### config.mk
export PLATFORM = sky130hd
export DESIGN_NAME = out_channel_tx
export DESIGN_NICKNAME = d
export VERILOG_FILES = /design/src/rtl/router_pkg.sv /design/src/rtl/parity_acc.sv /design/src/rtl/out_channel_tx.sv
export SDC_FILE = /design/constraint.sdc
export NUM_CORES = 1
export LEC_CHECK = 0
export CELL_PAD_IN_SITES_DETAIL_PLACEMENT = 0
export CELL_PAD_IN_SITES_GLOBAL_PLACEMENT = 1
export CORE_MARGIN = 2
export CORE_UTILIZATION = 40
export CTS_BUF_LIST = sky130_fd_sc_hd__clkbuf_8 sky130_fd_sc_hd__clkbuf_16
export CTS_CLUSTER_SIZE = 8
export DETAILED_ROUTE_END_ITERATION = 10
export PLACE_DENSITY = 0.78
export SYNTH_ARGS = -nofsm -noshare
export SYNTH_HDL_FRONTEND = slang
export SYNTH_SLANG_ARGS = --single-unit
### constraint.sdc
create_clock -name i_clk -period 3.09 [get_ports i_clk]
set_input_delay 0.618 -clock i_clk [delete_from_list [all_inputs] [get_ports i_clk]]
set_output_delay 0.618 -clock i_clk [all_outputs]
set_load 0.01 [all_outputs]
### src/rtl/router_pkg.sv
// router_pkg: shared channel widths, header field accessors and the
// output-channel state type used by both ends of the byte-serial link.
package router_pkg;

    localparam int DATA_SIZE       = 8;
    localparam int PKT_LENGTH_BITS = 5;
    localparam int ADDR_BITS       = DATA_SIZE - PKT_LENGTH_BITS;

    typedef enum logic [1:0] {
        S_IDLE,
        S_HDR,
        S_SEND,
        S_GAP
    } e_out_channel_state;

    function automatic logic [PKT_LENGTH_BITS-1:0] get_len(input logic [DATA_SIZE-1:0] hdr);
        return hdr[DATA_SIZE-1 -: PKT_LENGTH_BITS];
    endfunction

    function automatic logic [ADDR_BITS-1:0] get_addr(input logic [DATA_SIZE-1:0] hdr);
        return hdr[ADDR_BITS-1:0];
    endfunction

endpackage

### src/rtl/parity_acc.sv
// parity_acc: byte-wide XOR accumulator; clear beats load, load beats accumulate.
module parity_acc #(
    parameter int W = 8
) (
    input  logic         i_clk,
    input  logic         i_rstn,
    input  logic         clr,
    input  logic         load,
    input  logic         en,
    input  logic [W-1:0] din,
    output logic [W-1:0] acc
);

    always_ff @(posedge i_clk or negedge i_rstn) begin
        if (!i_rstn)
            acc <= '0;
        else
            acc <= clr ? '0 : load ? din : en ? acc ^ din : acc;
    end

endmodule

### src/rtl/out_channel_tx.sv
// out_channel_tx: pops one packet from the output FIFO and frames it on the
// byte channel with a trailing XOR parity byte and an enforced inter-packet gap.
module out_channel_tx #(
    parameter int DATA_SIZE       = router_pkg::DATA_SIZE,
    parameter int PKT_LENGTH_BITS = router_pkg::PKT_LENGTH_BITS,
    parameter int GAP_CYCLES      = 2
) (
    input  logic                 i_clk,
    input  logic                 i_rstn,
    input  logic [DATA_SIZE-1:0] i_fifo_data,
    input  logic                 i_fifo_empty,
    input  logic                 i_pkt_avail,
    input  logic                 i_dest_busy,
    input  logic                 i_clr_errors,
    output logic                 o_fifo_rd_en,
    output logic                 o_ch_en,
    output logic [DATA_SIZE-1:0] o_data_out,
    output logic                 o_busy,
    output logic                 o_pkt_sent,
    output logic                 o_len_error,
    output logic                 o_underflow_error,
    output logic                 o_error
);
    import router_pkg::*;

    localparam int CW = PKT_LENGTH_BITS + 1;
    localparam int GW = $clog2(GAP_CYCLES);

    e_out_channel_state         state, state_nxt;
    logic [PKT_LENGTH_BITS-1:0] len, len_nxt, hdr_len;
    logic [CW-1:0]              cnt, cnt_nxt, len_ext;
    logic [GW-1:0]              gap_cnt, gap_nxt;
    logic [DATA_SIZE-1:0]       out_nxt, parity;
    logic                       load_out, start, need_pop, acc_load, acc_en;
    logic                       sent_nxt, sent_d, set_len_err, set_uflow;
    logic                       clr_d, clr_pulse;

    assign hdr_len   = get_len(i_fifo_data);
    assign len_ext   = {1'b0, len};
    assign clr_pulse = i_clr_errors & ~clr_d;
    assign o_busy    = (state != S_IDLE);
    assign o_error   = o_len_error | o_underflow_error;

    parity_acc #(.W(DATA_SIZE)) u_parity (
        .i_clk (i_clk),
        .i_rstn(i_rstn),
        .clr   (state == S_IDLE),
        .load  (acc_load),
        .en    (acc_en),
        .din   (i_fifo_data),
        .acc   (parity)
    );

    // cnt is the number of bytes already handed to the output register;
    // the output register itself is the extra latency stage, so the final
    // byte is still on the channel during the first S_GAP cycle.
    always_comb begin
        state_nxt   = state;
        len_nxt     = len;
        cnt_nxt     = cnt;
        gap_nxt     = GW'(GAP_CYCLES - 2);
        out_nxt     = '0;
        load_out    = 1'b0;
        start       = 1'b0;
        need_pop    = 1'b0;
        acc_load    = 1'b0;
        acc_en      = 1'b0;
        sent_nxt    = 1'b0;
        set_len_err = 1'b0;
        case (state)
            S_IDLE: begin
                start     = i_pkt_avail & ~i_fifo_empty & ~i_dest_busy;
                state_nxt = start ? S_HDR : S_IDLE;
            end
            S_HDR: begin
                len_nxt = hdr_len;
                cnt_nxt = CW'(1);
                if (hdr_len == '0) begin
                    set_len_err = 1'b1;
                    state_nxt   = S_GAP;
                end else begin
                    load_out  = 1'b1;
                    out_nxt   = i_fifo_data;
                    acc_load  = 1'b1;
                    need_pop  = hdr_len >= PKT_LENGTH_BITS'(2);
                    state_nxt = (need_pop & i_fifo_empty) ? S_GAP : S_SEND;
                end
            end
            S_SEND: begin
                load_out = 1'b1;
                if (cnt == len_ext) begin
                    out_nxt   = parity;
                    sent_nxt  = 1'b1;
                    state_nxt = S_GAP;
                end else begin
                    out_nxt   = i_fifo_data;
                    acc_en    = 1'b1;
                    cnt_nxt   = cnt + CW'(1);
                    need_pop  = (cnt + CW'(1)) < len_ext;
                    state_nxt = (need_pop & i_fifo_empty) ? S_GAP : S_SEND;
                end
            end
            S_GAP: begin
                state_nxt = (gap_cnt == '0) ? S_IDLE : S_GAP;
                gap_nxt   = (gap_cnt == '0) ? gap_cnt : gap_cnt - GW'(1);
            end
        endcase
        o_fifo_rd_en = i_rstn & (start | (need_pop & ~i_fifo_empty));
        set_uflow    = need_pop & i_fifo_empty;
    end

    always_ff @(posedge i_clk or negedge i_rstn) begin
        if (!i_rstn) begin
            state             <= S_IDLE;
            len               <= '0;
            cnt               <= '0;
            gap_cnt           <= '0;
            o_ch_en           <= 1'b0;
            o_data_out        <= '0;
            sent_d            <= 1'b0;
            o_pkt_sent        <= 1'b0;
            clr_d             <= 1'b0;
            o_len_error       <= 1'b0;
            o_underflow_error <= 1'b0;
        end else begin
            state             <= state_nxt;
            len               <= len_nxt;
            cnt               <= cnt_nxt;
            gap_cnt           <= gap_nxt;
            o_ch_en           <= load_out;
            o_data_out        <= out_nxt;
            sent_d            <= sent_nxt;
            o_pkt_sent        <= sent_d;
            clr_d             <= i_clr_errors;
            o_len_error       <= set_len_err | (o_len_error & ~clr_pulse);
            o_underflow_error <= set_uflow | (o_underflow_error & ~clr_pulse);
        end
    end

endmodule

# == Word level (Yosys, flattened, before mapping) ==
# Cells that the tools add are included.
# W data, S select, Z words.
# classes
add_sub_neg,2
order_cmp,2
eq_ne,5
mux,30
n_bitwise,19
n_reduce_logical,6
# ops
op,n
$mux W8,5
$mux W1,18
$pmux W8 S2,1
$pmux W6 S2,1
$and A1 B1 Y1,10
$pmux W2 S4,1
$xor A8 B8 Y8,1
$add A6 B1 Y6 const B,1
$eq A6 B5 Y1,1
$lt A6 B5 Y1,1
$mux W6,1
$ge A5 B2 Y1 const B,1
$logic_not A5 Y1,1
$eq A2 B2 Y1 const B,2
$not A1 Y1,4
$or A1 B1 Y1,4
$pmux W1 S2,2
$reduce_bool A2 Y1,2
$reduce_bool A3 Y1,1
$eq A2 B1 Y1 const B,1
$logic_not A2 Y1,1
$mux W2,1
$ne A2 B2 Y1 const B,1
$reduce_and A2 Y1,1
$sub A1 B1 Y1 const B,1
# totals
reg_bits,36
inputBits,14
out_inout_bits,15
wordCells,76

# == Longest topological paths before layout ==
# Gate-level depths: netlist of run 1.
# depth
depth_word,7
mapped_depth,9
depth_no_buf,8

# == Cells and area by module ==
# A second synthesis of run 1 with hierarchy kept.
# hier_totals
hier_cells,207
hier_area_um2,1965.6
# modules_own_cells
mod,n_inst,cells_per_inst,area_each_um2,seq_area_each_um2
out_channel_tx,1,156,1522.7,675.6
parity_acc,1,51,442.9,200.2

# == Least setup slack after synthesis of run 1 ==
# Ideal clock, no wire load.
# synth_timing
path_type,register -> output
start,reg cnt[2]
end,out o_fifo_rd_en
arrival_time_ns,2.266
t_required_ns,2.472
setup_slack_ns,0.206
stages_incl_launch_ff,10
path_buffers,1
path_cell_list,dfrtp_1 > buf_2 > nand3_1 > xnor2_1 > ha_1 > a21o_1 > a211o_1 > nor4b_2 > nand3_1 > a311oi_1
# synth_via
elab_chain_cells,7
elab_cells_between_ends,8
cone_classes,add/sub (1); order compare (1); eq/ne (1); mux (2); bitwise (3)
# synth_lines
item,line,text
from (decl),out_channel_tx.sv:31,"logic [CW-1:0] cnt, cnt_nxt, len_ext;"
from (signal assigned),out_channel_tx.sv:128,cnt <= cnt_nxt;
$add A6 B1 Y6,out_channel_tx.sv:99,need_pop = (cnt + CW'(1)) < len_ext;
$lt A6 B5 Y1,out_channel_tx.sv:99,
$mux W1 (*),out_channel_tx.sv:91,if (cnt == len_ext) begin
$pmux W1 S2 (*),out_channel_tx.sv:70,case (state)
$and A1 B1 Y1 (*),out_channel_tx.sv:108,o_fifo_rd_en = i_rstn & (start | (need_pop & ~i_fifo_empty));
$or A1 B1 Y1 (*),out_channel_tx.sv:108,
$and A1 B1 Y1 (*),out_channel_tx.sv:108,
to (decl),out_channel_tx.sv:15,"output logic o_fifo_rd_en,"
# Every way passes the cells marked *; elsewhere a longest branch is shown, timed or not.

# == Final worst setup path of run 1 ==
# layout_timing
start,reg cnt[1]
end,out o_fifo_rd_en
# The elaborated chain is that of the path after synthesis.

==> metrics.log, run 1 <==
[metrics] clock buffer count from CTS: 5
[metrics] areal power density over the cells: 931.1 nW/um^2
[metrics] Detailed Routing Iterations Pass 1: 4
[metrics] MaxCap Viol Count: 0
[metrics] maximum operating frequency: 0.3138 GHz
[metrics] Post-CTS Hold Fix Bufs: 0
[metrics] HPWL after detailed placement: 3532 microns
[metrics] Final Skew: 0.007400 ns
[metrics] count of mapped cells out of synthesis: 209
[metrics] count of pins over their slew limit: 0
[metrics] Simple-Gate Fraction of Synth Area: 22.92%
[metrics] final setup margin: -0.09699 ns
[metrics] Clock Root Buffer: sky130_fd_sc_hd__clkbuf_8
[metrics] portion of the post-synthesis area used by sequential elements: 44.19%
[metrics] Layout Nets: 284
[metrics] pin slew with the least headroom to its limit: 0.6792 ns
[metrics] largest net degree at the start of global routing: 36
[metrics] boundary pin count: 29
[metrics] DR iter-0 viols: 135
[metrics] vias: 1813
[metrics] Die Y-Extent: 74.39 microns
[metrics] final worst path period need: 3.187 ns
[metrics] largest family of logic cells by synthesized area: simple AND/OR/NAND/NOR gates
[metrics] clock tree from TritonCTS: yes
[metrics] Yosys cell types: 47
[metrics] Synth Area per Inst: 9.483 sq um
[metrics] launching element of the worst setup path: cnt[1]
[metrics] drt drc: 0
[metrics] Detailed Route WL: 5345 microns
[metrics] share of the synthesized area in compound gates (AO/OA/AOI/OAI): 18.12%
[metrics] delay-heaviest family, CP: compound AO/OA/AOI/OAI gates
[metrics] Worst EP arrival: 2.57 ns
[metrics] standard cell with the maximum stage delay on the critical path: sky130_fd_sc_hd__dfrtp_1
[metrics] reg-to-reg endpoint: state[0]
[metrics] worst-case register-to-register setup slack: 0.81 ns
[metrics] number of placed instances, taps included: 316
[metrics] number of sinks on the clock net: 35
[metrics] Synth-to-Final Area Change: 33.33%
[metrics] post-route ant nets: 0
[metrics] fraction of layout instances using a drive strength above 1: 19.85%
[metrics] Synthesized Nets: 232
[metrics] source-to-sink clock delay at the later pin of the worst-skew pair: 0.29 ns
[metrics] count of endpoints failing hold in the final timing report: 0
[metrics] diodes inserted: 0
[metrics] mux cell area share after synthesis: 0%
[metrics] startpoint types: flip-flop
[metrics] synthesis-stage register bit count: 35
[metrics] largest fanout of any net on the critical path: 3
[metrics] Slew Limit Headroom: 54.72%
[metrics] summed instance area of the synthesized netlist: 1982 sq um
[metrics] Initial Util: 41.68%
[metrics] ranking of synthesized cells by area: sky130_fd_sc_hd__dfrtp_1, sky130_fd_sc_hd__nand3_1, sky130_fd_sc_hd__ha_1
[metrics] post-layout util: 55.58%
[metrics] Yosys top cell area share: 44.19%
[metrics] standard-cell row count: 25
[metrics] LEAKAGE: 1.162 nW
[metrics] xor and xnor area share after synthesis: 3.093%
[metrics] overflow left after global routing: 0
[metrics] average vias per placed instance: 5.511
[metrics] GRT Util Overall: 21.12%
[metrics] post-CTS clock slew at the launch and capture registers of the worst setup and hold paths: 0.08 ns
[metrics] setup repair after global routing missed its margin: yes
[metrics] outcome: finished with violations
[metrics] CP max stage delay: 0.42 ns
[metrics] violated checks: setup timing
[metrics] Final setup viols: 1
[metrics] count of buffering cells on the critical path with inverters included: 1
[metrics] part of the cycle the worst path needs: 103.1%
[metrics] Hold Path Class: flip-flop to flip-flop
[metrics] htree depth: 2
[metrics] WL per Instance: 16.25 microns
[metrics] leading area contributor after synthesis: sky130_fd_sc_hd__dfrtp_1
[metrics] global-route wire length before repair: 8783 microns
[metrics] worst setup path end: o_fifo_rd_en
[metrics] Yosys warning count: 0
[metrics] via count of the first global-routing pass: 1733
[metrics] area of the core: 4755 sq um
[metrics] synthesized-area fraction occupied by adder cells: 5.682%
[metrics] initial antenna violation count: 0
[metrics] critical path depth: 9
[metrics] WS Path Type: flip-flop to primary output
[metrics] number of port buffers: 28
[metrics] number of filler instances in the final layout: 448
[metrics] horizontal extent of the die: 74.39 microns
[metrics] data required time of the worst path: 2.47 ns
[metrics] Layout Cells excl Fill: 329
[metrics] reg-to-reg critical path startpoint: cnt[0]
[metrics] Clock Tree Buf Depth: 2
[metrics] total die area: 5534 sq um
[metrics] VDD IR max: 0.8485 mV
[metrics] R2R cell count: 9
[metrics] final weighted congestion of routability-driven global placement: 0.8224
[metrics] cells traversed along the worst timing path: ha_4 > nand3_4 > xnor2_2 > ha_1 > a211o_1 > nor4b_4 > nand3_1 > a311oi_1 > buf_2
[metrics] endpoint class of the critical path: primary output
## worst min path at each step
stage | start | endpoint | depth (start not counted)
final | sent_d | o_pkt_sent | 0
after global routing | sent_d | o_pkt_sent | 0
after CTS | sent_d | o_pkt_sent | 0
after detailed placement | sent_d | o_pkt_sent | 0
after global placement | sent_d | o_pkt_sent | 0
after floorplan | i_rstn | clr_d | 0
## layout by cell type (no fill, tap or decap), types with 5 or more instances in the layout
master	instances
sky130_fd_sc_hd__nand2_1	19
sky130_fd_sc_hd__nand3b_1	12
sky130_fd_sc_hd__xor2_1	5
sky130_fd_sc_hd__clkdlybuf4s50_1	26
sky130_fd_sc_hd__dfrtp_1	34
sky130_fd_sc_hd__nand3_1	29
sky130_fd_sc_hd__ha_1	8
sky130_fd_sc_hd__clkbuf_8	7
sky130_fd_sc_hd__o211ai_1	5
sky130_fd_sc_hd__o21ai_0	9
sky130_fd_sc_hd__a31oi_1	5
sky130_fd_sc_hd__inv_1	13
sky130_fd_sc_hd__buf_4	31
sky130_fd_sc_hd__a21o_1	7
## worst register-to-register path, cell delays in order, from the launching register on
cell and delay [ns]:
sky130_fd_sc_hd__dfrtp_2 0.44, sky130_fd_sc_hd__buf_4 0.15, sky130_fd_sc_hd__buf_4 0.14, sky130_fd_sc_hd__ha_1 0.26, sky130_fd_sc_hd__nor3_1 0.27, sky130_fd_sc_hd__buf_4 0.18, sky130_fd_sc_hd__and2_1 0.24, sky130_fd_sc_hd__buf_4 0.25
sky130_fd_sc_hd__a222oi_1 0.13, sky130_fd_sc_hd__o22ai_1 0.13
## cells by family after synthesis
family	after synthesis
buffers and inverters	26
xor gates and xnor gates	7
and+or+nand+nor	83
adders and majority gates	9
AOI/OAI and AO/OA	49
DFF	35
## state kept, by name (all words and copies together) (netlist names)
| name | flops |
|---|---|
| clr_d | 1 |
| cnt | 6 |
| len | 5 |
| o_ch_en | 1 |
| o_data_out | 8 |
| o_len_error | 1 |
| o_pkt_sent | 1 |
| o_underflow_error | 1 |
| sent_d | 1 |
| state | 2 |
| u_parity.acc | 8 |
## stage by stage
stage          cell area [sq um]  total power [W]  setup WS [ns]  setup TNS, ns  hold WS (ns)
5_1_grt                     2643         0.002642        -0.1989        -0.1989        0.3690
3_5_place_dp                2462         0.002011        -0.2010        -0.2010        0.3396
4_1_cts                     2595         0.002403        -0.1313        -0.1313        0.3561
3_3_place_gp                2462         0.001997        -0.1905        -0.1905        0.3315
2_1_floorplan               1982         0.001486         0.2062              0        0.3224
6_report                    2643         0.002460       -0.09699       -0.09699        0.3554
## synthesized netlist by cell type, drive strengths merged
master	number
nor2b	3
nor4b	2
o32ai	1
a22o	1
xor2	5
a311oi	2
a41oi	2
or2	1
a311o	1
nand2	19
inv	12
nor3	4
a31oi	5
o221ai	1
o22ai	1
and2	2
nand3b	12
a21oi	2
a32o	1
a222oi	1
o2111ai	1
a211oi	1
ha	9
or4	1
a21boi	3
o21ai	10
dfrtp	35
a211o	1
nor2	4
o21a	1
nand4	3
nand3	31
nand2b	1
xnor2	2
a21o	8
buf	5
o211ai	5
o41ai	1
clkbuf	9
## final cells by class
type	instances	area [sq um]	area share, %
clock buffer	7	96.34	3.646
clock inverter	1	3.754	0.1420
inverter	12	45.04	1.705
multi-input combinational	148	1033	39.11
sequential	35	877.1	33.19
tap	67	83.83	3.172
timing repair buffer	59	503.0	19.03
## per-layer routing
layer	wire length, microns	vias up	part of all wire, %	track usage (%)
met5	0	-	0	0
met4	58	0	1.1	8.532
met3	325	5	6.1	3.388
met2	2488	66	47	30.38
met1	2473	874	46	31.57
li1	-	868	-	-
## where the power goes
| part | switching (W) | total [W] | internal, W |
|---|---|---|---|
| logic | 0.000753 | 0.00139 | 0.000633 |
| registers | 0.0000903 | 0.000704 | 0.000614 |
| clock network | 0.000169 | 0.000370 | 0.000200 |
| total | 0.00101 | 0.00246 | 0.00145 |
## what timing repair did
| item | 4_1_cts | 5_1_grt |
|---|---|---|
| setup endpoints to repair | 1 | 1 |
| setup buffers | 3 | 2 |
| pin swaps | 4 | 10 |
| gates resized for setup | 7 | 5 |
| gates cloned | 0 | 0 |
No activity file was read; power rests on OpenSTA's default activity.
==> run 2, diff against run 1 <==
--- a/config.mk
+++ b/config.mk
@@ -5,6 +5,7 @@
 export SDC_FILE = /design/constraint.sdc
 export NUM_CORES = 1
 export LEC_CHECK = 0
+export CAP_MARGIN = 5
 export CELL_PAD_IN_SITES_DETAIL_PLACEMENT = 0
 export CELL_PAD_IN_SITES_GLOBAL_PLACEMENT = 1
 export CORE_MARGIN = 2
@@ -13,6 +14,7 @@
 export CTS_CLUSTER_SIZE = 8
 export DETAILED_ROUTE_END_ITERATION = 10
 export PLACE_DENSITY = 0.78
+export SETUP_SLACK_MARGIN = 0.05
 export SYNTH_ARGS = -nofsm -noshare
 export SYNTH_HDL_FRONTEND = slang
 export SYNTH_SLANG_ARGS = --single-unit
==> results of run 2 <==
Final layout, timing and power as in run 1 (identical DEF).
==> run 3, diff against run 2 <==
--- a/config.mk
+++ b/config.mk
@@ -14,6 +14,7 @@
 export CTS_CLUSTER_SIZE = 8
 export DETAILED_ROUTE_END_ITERATION = 10
 export PLACE_DENSITY = 0.78
+export RECOVER_POWER = 100
 export SETUP_SLACK_MARGIN = 0.05
 export SYNTH_ARGS = -nofsm -noshare
 export SYNTH_HDL_FRONTEND = slang
==> metrics.log, run 3 (synthesis gave the netlist of run 1 again) <==
[metrics] average vias per placed instance: 5.514 (about the same)
[metrics] largest net degree at the start of global routing: 36 (unchanged)
[metrics] area of all placed cells without fillers: 2620 sq um (-0.85%)
[metrics] Clock Tree Buf Depth: 2 (unchanged)
[metrics] VDD IR max: 0.8128 mV (-4.2%)
[metrics] part of the cycle the worst path needs: 103.2% (about the same)
[metrics] startpoint types: flip-flop
[metrics] Clock Root Buffer: sky130_fd_sc_hd__clkbuf_8
[metrics] DR iter-0 viols: 135 (unchanged)
[metrics] largest fanout of any net on the critical path: 3 (unchanged)
[metrics] Layout Nets: 284 (unchanged)
[metrics] area of the core: 4755 sq um (unchanged)
[metrics] Slew Limit Headroom: -27.99% (-83 points)
[metrics] outcome: finished with violations
[metrics] HPWL after detailed placement: 3532 microns (unchanged)
[metrics] drt drc: 0 (unchanged)
[metrics] registers with the most flip-flops: o_data_out (8), u_parity.acc (8), cnt (6)
[metrics] boundary pin count: 29 (unchanged)
[metrics] via count of the first global-routing pass: 1733 (unchanged)
[metrics] final worst path period need: 3.188 ns (+0.0005549 ns)
[metrics] Initial Util: 41.68% (unchanged)
[metrics] fraction of layout instances using a drive strength above 1: 17.56% (-2.3 points)
[metrics] GRT Util Overall: 21.12% (unchanged)
[metrics] instance area at placement: 2462 sq um (unchanged)
[metrics] Final setup viols: 1 (unchanged)
[metrics] top library cells by usage in the layout, fill and taps aside: sky130_fd_sc_hd__dfrtp_1, sky130_fd_sc_hd__nand3_1, sky130_fd_sc_hd__buf_4
[metrics] post-route ant nets: 0 (unchanged)
[metrics] setup repair after global routing missed its margin: yes
[metrics] number of sinks on the clock net: 35 (unchanged)
[metrics] Die Y-Extent: 74.39 microns (unchanged)
[metrics] WL per Instance: 16.19 microns (-0.32%)
[metrics] diodes inserted: 0 (unchanged)
[metrics] Final Skew: 0.005208 ns (-0.002192 ns)
[metrics] Synth-to-Final Area Change: 32.20%
[metrics] number of placed instances, taps included: 316 (unchanged)
[metrics] data required time of the worst path: 2.47 ns (about the same)
[metrics] violated checks: capacitance limit, slew limit, setup timing
[metrics] MaxCap Viol Count: 1 (+1)
[metrics] standard-cell row count: 25 (unchanged)
[metrics] htree depth: 2 (unchanged)
[metrics] LEAKAGE: 1.177 nW (+1.3%)
[metrics] Hold Path Class: flip-flop to flip-flop
[metrics] WS Path Type: flip-flop to primary output
[metrics] vias: 1814 (+0.055%)
[metrics] Layout Cells excl Fill: 329 (unchanged)
[metrics] final weighted congestion of routability-driven global placement: 0.8224 (unchanged)
[metrics] overflow left after global routing: 0 (unchanged)
[metrics] Detailed Route WL: 5328 microns (-0.32%)
[metrics] number of filler instances in the final layout: 453 (+1.1%)
[metrics] maximum operating frequency: 0.3137 GHz (about the same)
[metrics] endpoint class of the critical path: primary output
[metrics] final setup margin: -0.09754 ns (-0.0005549 ns)
[metrics] number of port buffers: 28 (unchanged)
[metrics] Post-Place Worst Slack: -0.2010 ns (unchanged)
[metrics] global-route wire length before repair: 8783 microns (unchanged)
[metrics] source-to-sink clock delay at the later pin of the worst-skew pair: 0.29 ns (about the same)
[metrics] hold_ws: 0.3538 ns (-0.001593 ns)
[metrics] clock tree from TritonCTS: yes
[metrics] post-CTS clock slew at the launch and capture registers of the worst setup and hold paths: 0.07 ns (about the same)
[metrics] areal power density over the cells: 917.9 nW/um^2 (-1.4%)
[metrics] initial antenna violation count: 0 (unchanged)
[metrics] clock buffer count from CTS: 5 (unchanged)
[metrics] pin slew with the least headroom to its limit: 1.920 ns (+1.241 ns)
[metrics] Detailed Routing Iterations Pass 1: 4 (unchanged)
[metrics] worst-case register-to-register setup slack: 0.70 ns (-0.11 ns)
[metrics] count of pins over their slew limit: 36 (+36)
[metrics] total die area: 5534 sq um (unchanged)
[metrics] count of endpoints failing hold in the final timing report: 0 (unchanged)
[metrics] Worst EP arrival: 2.57 ns (about the same)
[metrics] horizontal extent of the die: 74.39 microns (unchanged)
[metrics] most common cell after layout, fill and taps aside: sky130_fd_sc_hd__dfrtp_1
[run 3: changes by cell type in the layout (fill, tap and decap cells not counted), sizes merged]
cell / previous run / this run
clkdlybuf4s50: 26 / 8
dlygate4sd3: 0 / 18
buf: 33 / 28
clkbuf: 7 / 12
[run 3: through the flow]
step	total power (W)	util [%]	setup TNS, ns
after floorplan	0.001486	-	0
after global placement	0.001997	51.79	-0.1905
after detailed placement	0.002011	51.79	-0.2010
after CTS	0.002403	54.58	-0.1313
after global routing	0.002589	55.11	-0.1989
final	0.002405	55.11	-0.09754
[run 3: worst paths after layout]
kind / from / end / depth (start not counted)
min in group asynchronous: i_rstn / o_pkt_sent / 2
min reg2reg: sent_d / o_pkt_sent / 0
max reg2reg: state[0] / cnt[1] / 6
min: sent_d / o_pkt_sent / 0
max in group asynchronous: i_rstn / cnt[0] / 2
max: cnt[1] / o_fifo_rd_en / 9
[run 3: area by class of cell]
| cell class | count | area (sq um) | share of cell area, % |
|---|---|---|---|
| clock buffer | 7 | 96.34 | 3.677 |
| clock inverter | 1 | 3.754 | 0.1433 |
| inverter | 12 | 45.04 | 1.719 |
| multi-input combinational | 148 | 1030 | 39.30 |
| sequential | 35 | 877.1 | 33.48 |
| tap | 67 | 83.83 | 3.200 |
| timing repair buffer | 59 | 484.2 | 18.48 |
[run 3: where the power goes]
part / internal [W] / total (W) / switching [W] / leakage, nW
Combinational: 0.000584 / 0.00133 / 0.000750 / 0.664
Sequential: 0.000614 / 0.000701 / 0.0000868 / 0.457
Clock: 0.000200 / 0.000370 / 0.000170 / 0.0557
[run 3: metal layers]
layer	share of wire [%]	track usage, %	wire length, microns	vias to the layer above
met5	0	0	0	-
met1	46	31.57	2454	886
met4	1.1	8.532	58	0
met3	5.8	3.388	308	5
li1	-	-	-	864
met2	47	30.38	2507	59
[run 3: worst max-delay path, stage by stage (launching register included)]
cell,delay [ns]
sky130_fd_sc_hd__dfrtp_1,0.42
sky130_fd_sc_hd__ha_4,0.18
sky130_fd_sc_hd__nand3_4,0.08
sky130_fd_sc_hd__xnor2_2,0.15
sky130_fd_sc_hd__ha_1,0.31
sky130_fd_sc_hd__a211o_1,0.33
sky130_fd_sc_hd__nor4b_4,0.24
sky130_fd_sc_hd__nand3_1,0.10
sky130_fd_sc_hd__a311oi_1,0.28
sky130_fd_sc_hd__buf_2,0.17
[run 3: timing repair]
| action | 4_1_cts | 5_1_grt |
|---|---|---|
| setup buffers | 3 | 2 |
| endpoints found under the setup margin | 1 | 1 |
| hold buffers | 0 | 0 |
| pin swaps | 4 | 10 |
| resized for setup | 7 | 5 |
| endpoints found under the hold margin | 0 | 0 |
